===== config.mk =====
export PLATFORM = sky130hd
export DESIGN_NAME = fractal_sync_root
export DESIGN_NICKNAME = d
export VERILOG_FILES = /design/src/rtl/fractal_sync_root.sv
export SDC_FILE = /design/constraint.sdc
export NUM_CORES = 1
export LEC_CHECK = 0
export BUFFER_PORTS_ARGS = -buffer_cell sky130_fd_sc_hd__buf_4
export CORE_ASPECT_RATIO = 1.4
export CORE_MARGIN = 1.5
export CORE_UTILIZATION = 40
export DETAILED_ROUTE_END_ITERATION = 12
export PLACE_DENSITY_LB_ADDON = 0.12
export REMOVE_ABC_BUFFERS = 1
export SYNTH_ARGS = -nofsm -noshare
export SYNTH_HDL_FRONTEND = slang
export SYNTH_SLANG_ARGS = --single-unit

===== constraint.sdc =====
create_clock -name clk_i -period 5.1 [get_ports clk_i]
set_clock_uncertainty 0.05 [all_clocks]
set_input_delay 1.02 -clock clk_i [delete_from_list [all_inputs] [get_ports clk_i]]
set_output_delay 1.02 -clock clk_i [all_outputs]
set_load 0.1 [all_outputs]

===== src/rtl/fractal_sync_root.sv =====
// Root responder of a fractal synchronization tree: joins IN_PORTS subtrees on
// barrier IDs tracked in a small CAM and returns wake or error pulses per port.
module fractal_sync_root #(
    parameter int IN_PORTS   = 2,
    parameter int AGGR_WIDTH = 7,
    parameter int ID_WIDTH   = 6,
    parameter int SRC_WIDTH  = 4,
    parameter int N_ENTRIES  = 4
) (
    input  logic                              clk_i,
    input  logic                              rst_ni,
    input  logic [IN_PORTS-1:0]               req_sync_i,
    input  logic [IN_PORTS*AGGR_WIDTH-1:0]    req_aggr_i,
    input  logic [IN_PORTS*ID_WIDTH-1:0]      req_id_i,
    input  logic [IN_PORTS*SRC_WIDTH-1:0]     req_src_i,
    output logic [IN_PORTS-1:0]               rsp_wake_o,
    output logic [IN_PORTS-1:0]               rsp_error_o,
    output logic [IN_PORTS*SRC_WIDTH-1:0]     rsp_dst_o,
    output logic [$clog2(N_ENTRIES+1)-1:0]    pending_o,
    output logic                              err_drop_o
);

    localparam int PW  = $clog2(N_ENTRIES+1);
    localparam int SPW = IN_PORTS*SRC_WIDTH;

    logic [N_ENTRIES-1:0] cam_valid;
    logic [N_ENTRIES-1:0] nxt_valid;
    logic [N_ENTRIES-1:0] fin_valid;
    logic [ID_WIDTH-1:0]  cam_id  [N_ENTRIES];
    logic [ID_WIDTH-1:0]  nxt_id  [N_ENTRIES];
    logic [IN_PORTS-1:0]  cam_arr [N_ENTRIES];
    logic [IN_PORTS-1:0]  nxt_arr [N_ENTRIES];
    logic [SPW-1:0]       cam_src [N_ENTRIES];
    logic [SPW-1:0]       nxt_src [N_ENTRIES];

    logic [IN_PORTS-1:0]  err_new;
    logic                 cmp_hit;
    logic [SPW-1:0]       cmp_src;
    logic [PW-1:0]        cnt;

    logic [IN_PORTS-1:0]  hold_vld;
    logic [IN_PORTS-1:0]  hold_vld_n;
    logic [IN_PORTS-1:0]  hold_load;
    logic [SRC_WIDTH-1:0] hold_dst [IN_PORTS];
    logic [IN_PORTS-1:0]  err_n;
    logic [SPW-1:0]       dst_n;
    logic                 drop_n;

    // Request pass: ports are applied in order to a working copy of the CAM, so
    // a later port sees entries allocated or updated by an earlier one.
    always_comb begin : pass
        logic                 hit;
        logic                 free;
        int                   hidx;
        int                   fidx;
        logic [ID_WIDTH-1:0]  id;
        logic [SRC_WIDTH-1:0] src;
        nxt_valid = cam_valid;
        nxt_id    = cam_id;
        nxt_arr   = cam_arr;
        nxt_src   = cam_src;
        err_new   = '0;
        for (int p = 0; p < IN_PORTS; p++) begin
            id   = req_id_i[p*ID_WIDTH +: ID_WIDTH];
            src  = req_src_i[p*SRC_WIDTH +: SRC_WIDTH];
            hit  = 1'b0;
            free = 1'b0;
            hidx = 0;
            fidx = 0;
            for (int e = 0; e < N_ENTRIES; e++) begin
                if (!hit && nxt_valid[e] && nxt_id[e] == id) begin
                    hit  = 1'b1;
                    hidx = e;
                end
                if (!free && !nxt_valid[e]) begin
                    free = 1'b1;
                    fidx = e;
                end
            end
            if (req_sync_i[p]) begin
                if (req_aggr_i[p*AGGR_WIDTH +: AGGR_WIDTH] != AGGR_WIDTH'(1)) begin
                    err_new[p] = 1'b1;
                end else if (hit) begin
                    if (nxt_arr[hidx][p]) begin
                        err_new[p] = 1'b1;
                    end else begin
                        nxt_arr[hidx][p] = 1'b1;
                        nxt_src[hidx][p*SRC_WIDTH +: SRC_WIDTH] = src;
                    end
                end else if (free) begin
                    nxt_valid[fidx] = 1'b1;
                    nxt_id[fidx]    = id;
                    nxt_arr[fidx]   = '0;
                    nxt_arr[fidx][p] = 1'b1;
                    nxt_src[fidx][p*SRC_WIDTH +: SRC_WIDTH] = src;
                end else begin
                    err_new[p] = 1'b1;
                end
            end
        end
    end

    // One completion per cycle (lowest index); any other complete entry stays
    // valid with all arrivals set and retires on a following cycle.
    always_comb begin : complete
        cmp_hit   = 1'b0;
        cmp_src   = '0;
        fin_valid = nxt_valid;
        for (int e = 0; e < N_ENTRIES; e++) begin
            if (!cmp_hit && nxt_valid[e] && (&nxt_arr[e])) begin
                cmp_hit      = 1'b1;
                cmp_src      = nxt_src[e];
                fin_valid[e] = 1'b0;
            end
        end
        cnt = '0;
        for (int e = 0; e < N_ENTRIES; e++) begin
            cnt = cnt + PW'(fin_valid[e]);
        end
    end

    // Response arbitration: a wake always wins; a displaced error parks in the
    // 1-deep holding register and is lost only if that register is occupied.
    always_comb begin : respond
        drop_n     = 1'b0;
        hold_vld_n = '0;
        hold_load  = '0;
        err_n      = '0;
        dst_n      = '0;
        for (int p = 0; p < IN_PORTS; p++) begin
            hold_load[p] = err_new[p] && (cmp_hit != hold_vld[p]);
            if (cmp_hit) begin
                drop_n        = drop_n | (err_new[p] & hold_vld[p]);
                hold_vld_n[p] = hold_vld[p] | err_new[p];
                dst_n[p*SRC_WIDTH +: SRC_WIDTH] = cmp_src[p*SRC_WIDTH +: SRC_WIDTH];
            end else if (hold_vld[p]) begin
                hold_vld_n[p] = err_new[p];
                err_n[p]      = 1'b1;
                dst_n[p*SRC_WIDTH +: SRC_WIDTH] = hold_dst[p];
            end else if (err_new[p]) begin
                err_n[p] = 1'b1;
                dst_n[p*SRC_WIDTH +: SRC_WIDTH] = req_src_i[p*SRC_WIDTH +: SRC_WIDTH];
            end
        end
    end

    always_ff @(posedge clk_i or negedge rst_ni) begin
        if (!rst_ni) begin
            cam_valid   <= '0;
            for (int e = 0; e < N_ENTRIES; e++) begin
                cam_arr[e] <= '0;
            end
            hold_vld    <= '0;
            rsp_wake_o  <= '0;
            rsp_error_o <= '0;
            rsp_dst_o   <= '0;
            pending_o   <= '0;
            err_drop_o  <= 1'b0;
        end else begin
            cam_valid   <= fin_valid;
            cam_arr     <= nxt_arr;
            hold_vld    <= hold_vld_n;
            rsp_wake_o  <= {IN_PORTS{cmp_hit}};
            rsp_error_o <= err_n;
            rsp_dst_o   <= dst_n;
            pending_o   <= cnt;
            err_drop_o  <= err_drop_o | drop_n;
        end
    end

    always_ff @(posedge clk_i) begin
        cam_id  <= nxt_id;
        cam_src <= nxt_src;
        for (int p = 0; p < IN_PORTS; p++) begin
            if (hold_load[p]) begin
                hold_dst[p] <= req_src_i[p*SRC_WIDTH +: SRC_WIDTH];
            end
        end
    end

endmodule


* After elaboration in Yosys (flattened, before gate mapping)
Memory sizes are Yosys's and may differ from the RTL's. Cells that the tools add are included.
Word-level totals: register bits 85, bits in writable memories 8, bits of input ports 38, output and inout bits 16, word-level logic and storage cells 273, memories 1
Memory list:
- hold_dst | depth 2, bits a word 4, read ports 2, clocked after memory_dff 0, wr ports 2, line 44 | logic [SRC_WIDTH-1:0] hold_dst [IN_PORTS];
Cells by class: $add $sub $neg 3, $lt $le $gt $ge 12, equal/unequal tests 12, mux-type cells 148, bitwise operators 20, reductions and logical operators 58
Operators by type and width (count):
- 2-to-1 mux 32 bit | 16
- 2-to-1 mux 24 bit | 8
- bitwise mux 32 bit | 4
- >= comparator 32 x 3 -> 1 bit, second input constant | 4
- less-than comparator 32 x 1 -> 1 bit, second input constant | 4
- 2-to-1 mux 8 bit | 16
- inverter 32 bit | 4
- demux 8 bit (select 2 bit) | 4
- >= comparator 32 x 1 -> 1 bit, second input constant | 2
- less-than comparator 32 x 4 -> 1 bit, second input constant | 2
- 2-to-1 mux 4 bit | 16
- 2-to-1 mux 1 bit | 60
- bitwise mux 24 bit | 2
- equality test 6 bit | 8
- logical AND 1 bit | 35
- bitwise OR 8 bit | 4
- demux 2 bit (select 2 bit) | 6
- demux 6 bit (select 2 bit) | 2
- zero test 1 bit | 19
- AND 8 bit | 2
- 2-to-1 mux 2 bit | 8
- inverter 8 bit | 2
- inequality test 7 x 1 -> 1 bit, second input constant | 2
- 2-to-1 mux 6 bit | 2
- other kinds (10) | 21

* Depth between registers and ports, before layout
depth in word-level cells 63, mapped depth 18, gate-level depth less buffers 15

* Worst setup path after synthesis
No wires, ideal clock.
path type in2reg, start point input req_id_i[1], end point register pending_o[1], library setup time 126 ps, arrival time 4546 ps, required time 4924 ps, slack 378 ps, stages 16, buffers on the path 2, cells stage by stage buf_4 xor2_1 or4_1 buf_2 and4_4 a31o_4 or2_4 a211oi_2 inv_1 nor3_2 nor2_1 a31o_1 fa_1 inv_1 ha_1 ha_1
RTL lines:
- from (decl) | line 14 | input logic [IN_PORTS*ID_WIDTH-1:0] req_id_i,
- to (signal assigned) | line 166 | pending_o <= cnt;
- to (decl) | line 19 | output logic [$clog2(N_ENTRIES+1)-1:0] pending_o,

==> flow_metrics.py <==
metrics = {
    "run_status": {
        "status": "finished, final reports clean",
    },
    "route": {
        "drt_iter0_drc": 194,
        "wl_per_cell_um": 19.89,
        "vias": 4424,
        "drtPass1Iterations": 4,
        "wl_um": 15680,
        "drc": 0,
        "ant_nets": 0,
        "viasPerCell": 5.614,
    },
    "timing": {
        "rsz0062_at_grt": "false",
        "finalHoldViolCount": 0,
        "max_freq_mhz": 207.3,
        "setup_viol": 0,
        "fin_crit_sh": 0.9457,
        "worst_slew_pin_slew_ns": 0.8063,
        "maxSlewViolCount": 0,
        "fin_hold_ws_ns": 0.4135,
        "slew_headroom": 0.4605,
        "setup_ws_ns": 0.2772,
        "period_minus_slack_ns": 4.823,
    },
    "finish": {
        "final_common_cell": "buf_4",
        "n_fill_cell": 1231,
        "finish.instance_area_um2": 6290,
        "drive_above_1_share": 0.2646,
        "antenna_cells": 0,
        "final_cell_mix": "buf_4 (91), dfxtp_1 (56), nor2_1 (54)",
        "final_util": 0.4885,
        "syn_to_final_growth_pct": 19.04,
        "nets": 671,
    },
    "power": {
        "p_leak_uw": 0.002699,
        "p_per_area_nw_per_um2": 334.0,
        "fin_total_pwr_uw": 2101,
        "ir_drop_v": 0.0001542,
    },
    "critical_path": {
        "cp_slowest_cell": "or4_1",
        "end_kind": "flop",
        "worstSetupPathType": "in -> reg",
        "crit_required_ns": 5.28,
        "worstPathMaxFanout": 9,
        "critPathMaxStageDelay_ns": 0.69,
        "critPathArrivalTime_ns": 5.01,
        "path_cells": "buf_4 -> buf_4 -> xor2_1 -> or4_1 -> nand2_1 -> and4b_1 -> o211a_1 -> a211oi_2 -> inv_1 -> nor3_2 -> nor2_1 -> a31o_1 -> fa_1 -> inv_1 -> ha_1 -> ha_1",
        "startpoint_type": "primary input",
    },
    "synthesis": {
        "synth-compound-area-share": 0.1793,
        "synthXorXnorAreaFrac": 0.08619,
        "synth-seq-cells": 93,
        "yosysSeqAreaShare": 0.3950,
        "synth_top_family_by_area": "compound AO/OA/AOI/OAI gates",
        "ys_types": 78,
        "syn_area_um2": 5284,
        "synth_edf_count": 8,
        "async_flop_share": 0.3118,
        "synthAdderAreaFrac": 0.01231,
        "yosys.area_share.simple": 0.1707,
        "ys.warnings.count": 0,
        "synthMuxAreaShare": 0.1141,
        "syn_inst": 557,
        "syn_avg_cell_area_um2": 9.486,
        "synth_flop_cell": "dfxtp_1",
    },
    "grt": {
        "grt_usage": 0.2330,
        "grt_max_degree": 30,
        "grt_antenna_before_repair": 0,
        "grt.overflow.total": 0,
        "grt_pass1_wl_um": 24650,
        "grt_pass1_vias": 4535,
    },
    "cts": {
        "clockBufferDepth": 2,
        "clock-sinks": 93,
        "post_cts_buffers": 0,
        "tritoncts": "yes",
        "cts_resized": 0,
        "cts_made_buffers": 9,
        "hold_buffers": 0,
        "cts_root_buf": "clkbuf_16",
        "clkLatencyLatePin_ns": 0.35,
        "htreeDepth": 3,
        "clkTransAtPathRegs_ns": 0.07,
    },
    "placement": {
        "place_area_um2": 5991,
        "dp_hpwl_um": 12030,
        "port_buffers": 53,
        "gp_congestion": 0.8904,
        "pre_cts_ws_ns": -0.04432,
    },
    "floorplan": {
        "dieWidth_um": 100.1,
        "die_y_um": 139.0,
        "rows": 49,
        "die_area_um2": 13920,
        "coreArea_um2": 12870,
        "io_pins": 54,
        "start_util": 0.4104,
    },
    "min_path": {
        "holdCritPathClass": "reg -> reg",
    },
    "flow_run": {
        "max_cap_violations": 0,
    },
}
## metal layers
layer | track usage | part of all wire | up-vias
met4 | 0.1127 | 0.041 | 0
li1 | - | - | 2157
met1 | 0.2560 | 0.39 | 2154
met3 | 0.02923 | 0.025 | 26
met2 | 0.4329 | 0.54 | 87
met5 | 0 | 0 | -
## critical path, delay by kind of cell
kind | cells | cell delay (ns)
simple gates | 5 | 1.52
fa+ha+maj | 3 | 0.96
compound gates | 3 | 0.83
buf+inv | 4 | 0.49
xor+xnor | 1 | 0.16
## cell type report
class	instances	area, µm²	share of cell area
sequential	93	2087	0.3318
timing repair buffer	91	683.2	0.1086
clock buffer	9	225.2	0.03581
inverter	15	56.30	0.008952
tap	153	191.4	0.03044
multi-input combinational	420	2973	0.4726
clock inverter	7	73.82	0.01174
## through the flow
| stage | setup TNS, ns | std cells |
|---|---|---|
| after floorplan | 0 | 528 |
| after global placement | -0.006142 | 772 |
| after detailed placement | -0.04432 | 772 |
| after CTS | 0 | 788 |
| after global routing | 0 | 788 |
| final | 0 | 788 |
## synth_stat cells, drive strengths merged, types with 4 or more instances
cell type,number,area [µm²]
a21o,6,45.04
a21oi,37,204.0
a221oi,9,96.35
a31o,5,52.56
a31oi,14,100.1
and2,12,75.07
and3,6,37.54
buf,16,117.6
clkbuf,13,50.04
dfrtp,29,725.7
dfxtp,56,1121
edfxtp,8,240.2
inv,15,56.30
mux2,33,382.9
mux2i,22,220.2
nand2,36,135.1
nand3,12,60.06
nand4,5,37.53
nor2,57,221.5
nor2b,11,68.82
nor3,10,55.05
nor4,5,37.53
o211ai,5,37.54
o21ai,26,130.1
o32ai,4,35.03
or2,4,27.53
or4,6,52.55
xnor2,27,236.5
xor2,25,219.0
## report_power, final
part / switching, µW / leakage (µW) / internal, µW
registers: 50.5 / 0.000912 / 811
clock network: 335 / 0.000148 / 350
logic: 365 / 0.00164 / 188
## kinds of logic after synthesis
| group | Yosys count |
|---|---|
| mux | 55 |
| fa+ha+maj | 5 |
| flops | 93 |
| compound gates | 133 |
| simple gates | 175 |
| buf+inv | 44 |
| xor+xnor | 52 |
## state kept, by name (all words and copies together) (netlist names), 2 cells and up
register and count:
cam_arr 8, cam_valid 4, hold_vld 2, cam_id 24
pending_o 3, cam_src 32, hold_dst 8, rsp_dst_o 8
rsp_error_o 2
## path summary, 6_finish.rpt
kind	startpoint	endpoint	slack [ns]	depth (start not counted)
worst min-delay path	err_drop_o$_DFF_PN0_	err_drop_o$_DFF_PN0_	0.41	1
worst max-delay path	req_id_i[2]	pending_o[1]$_DFF_PN0_	0.28	16
max in group asynchronous	rst_ni	rsp_error_o[1]$_DFF_PN0_	4.14	1
worst min register to register	err_drop_o$_DFF_PN0_	err_drop_o$_DFF_PN0_	0.41	1
min in group asynchronous	rst_ni	cam_valid[0]$_DFF_PN0_	0.55	1
worst max register to register	cam_id[0]$_DFF_P_	pending_o[1]$_DFF_PN0_	0.78	15
Power figures use the tool's default switching activity.
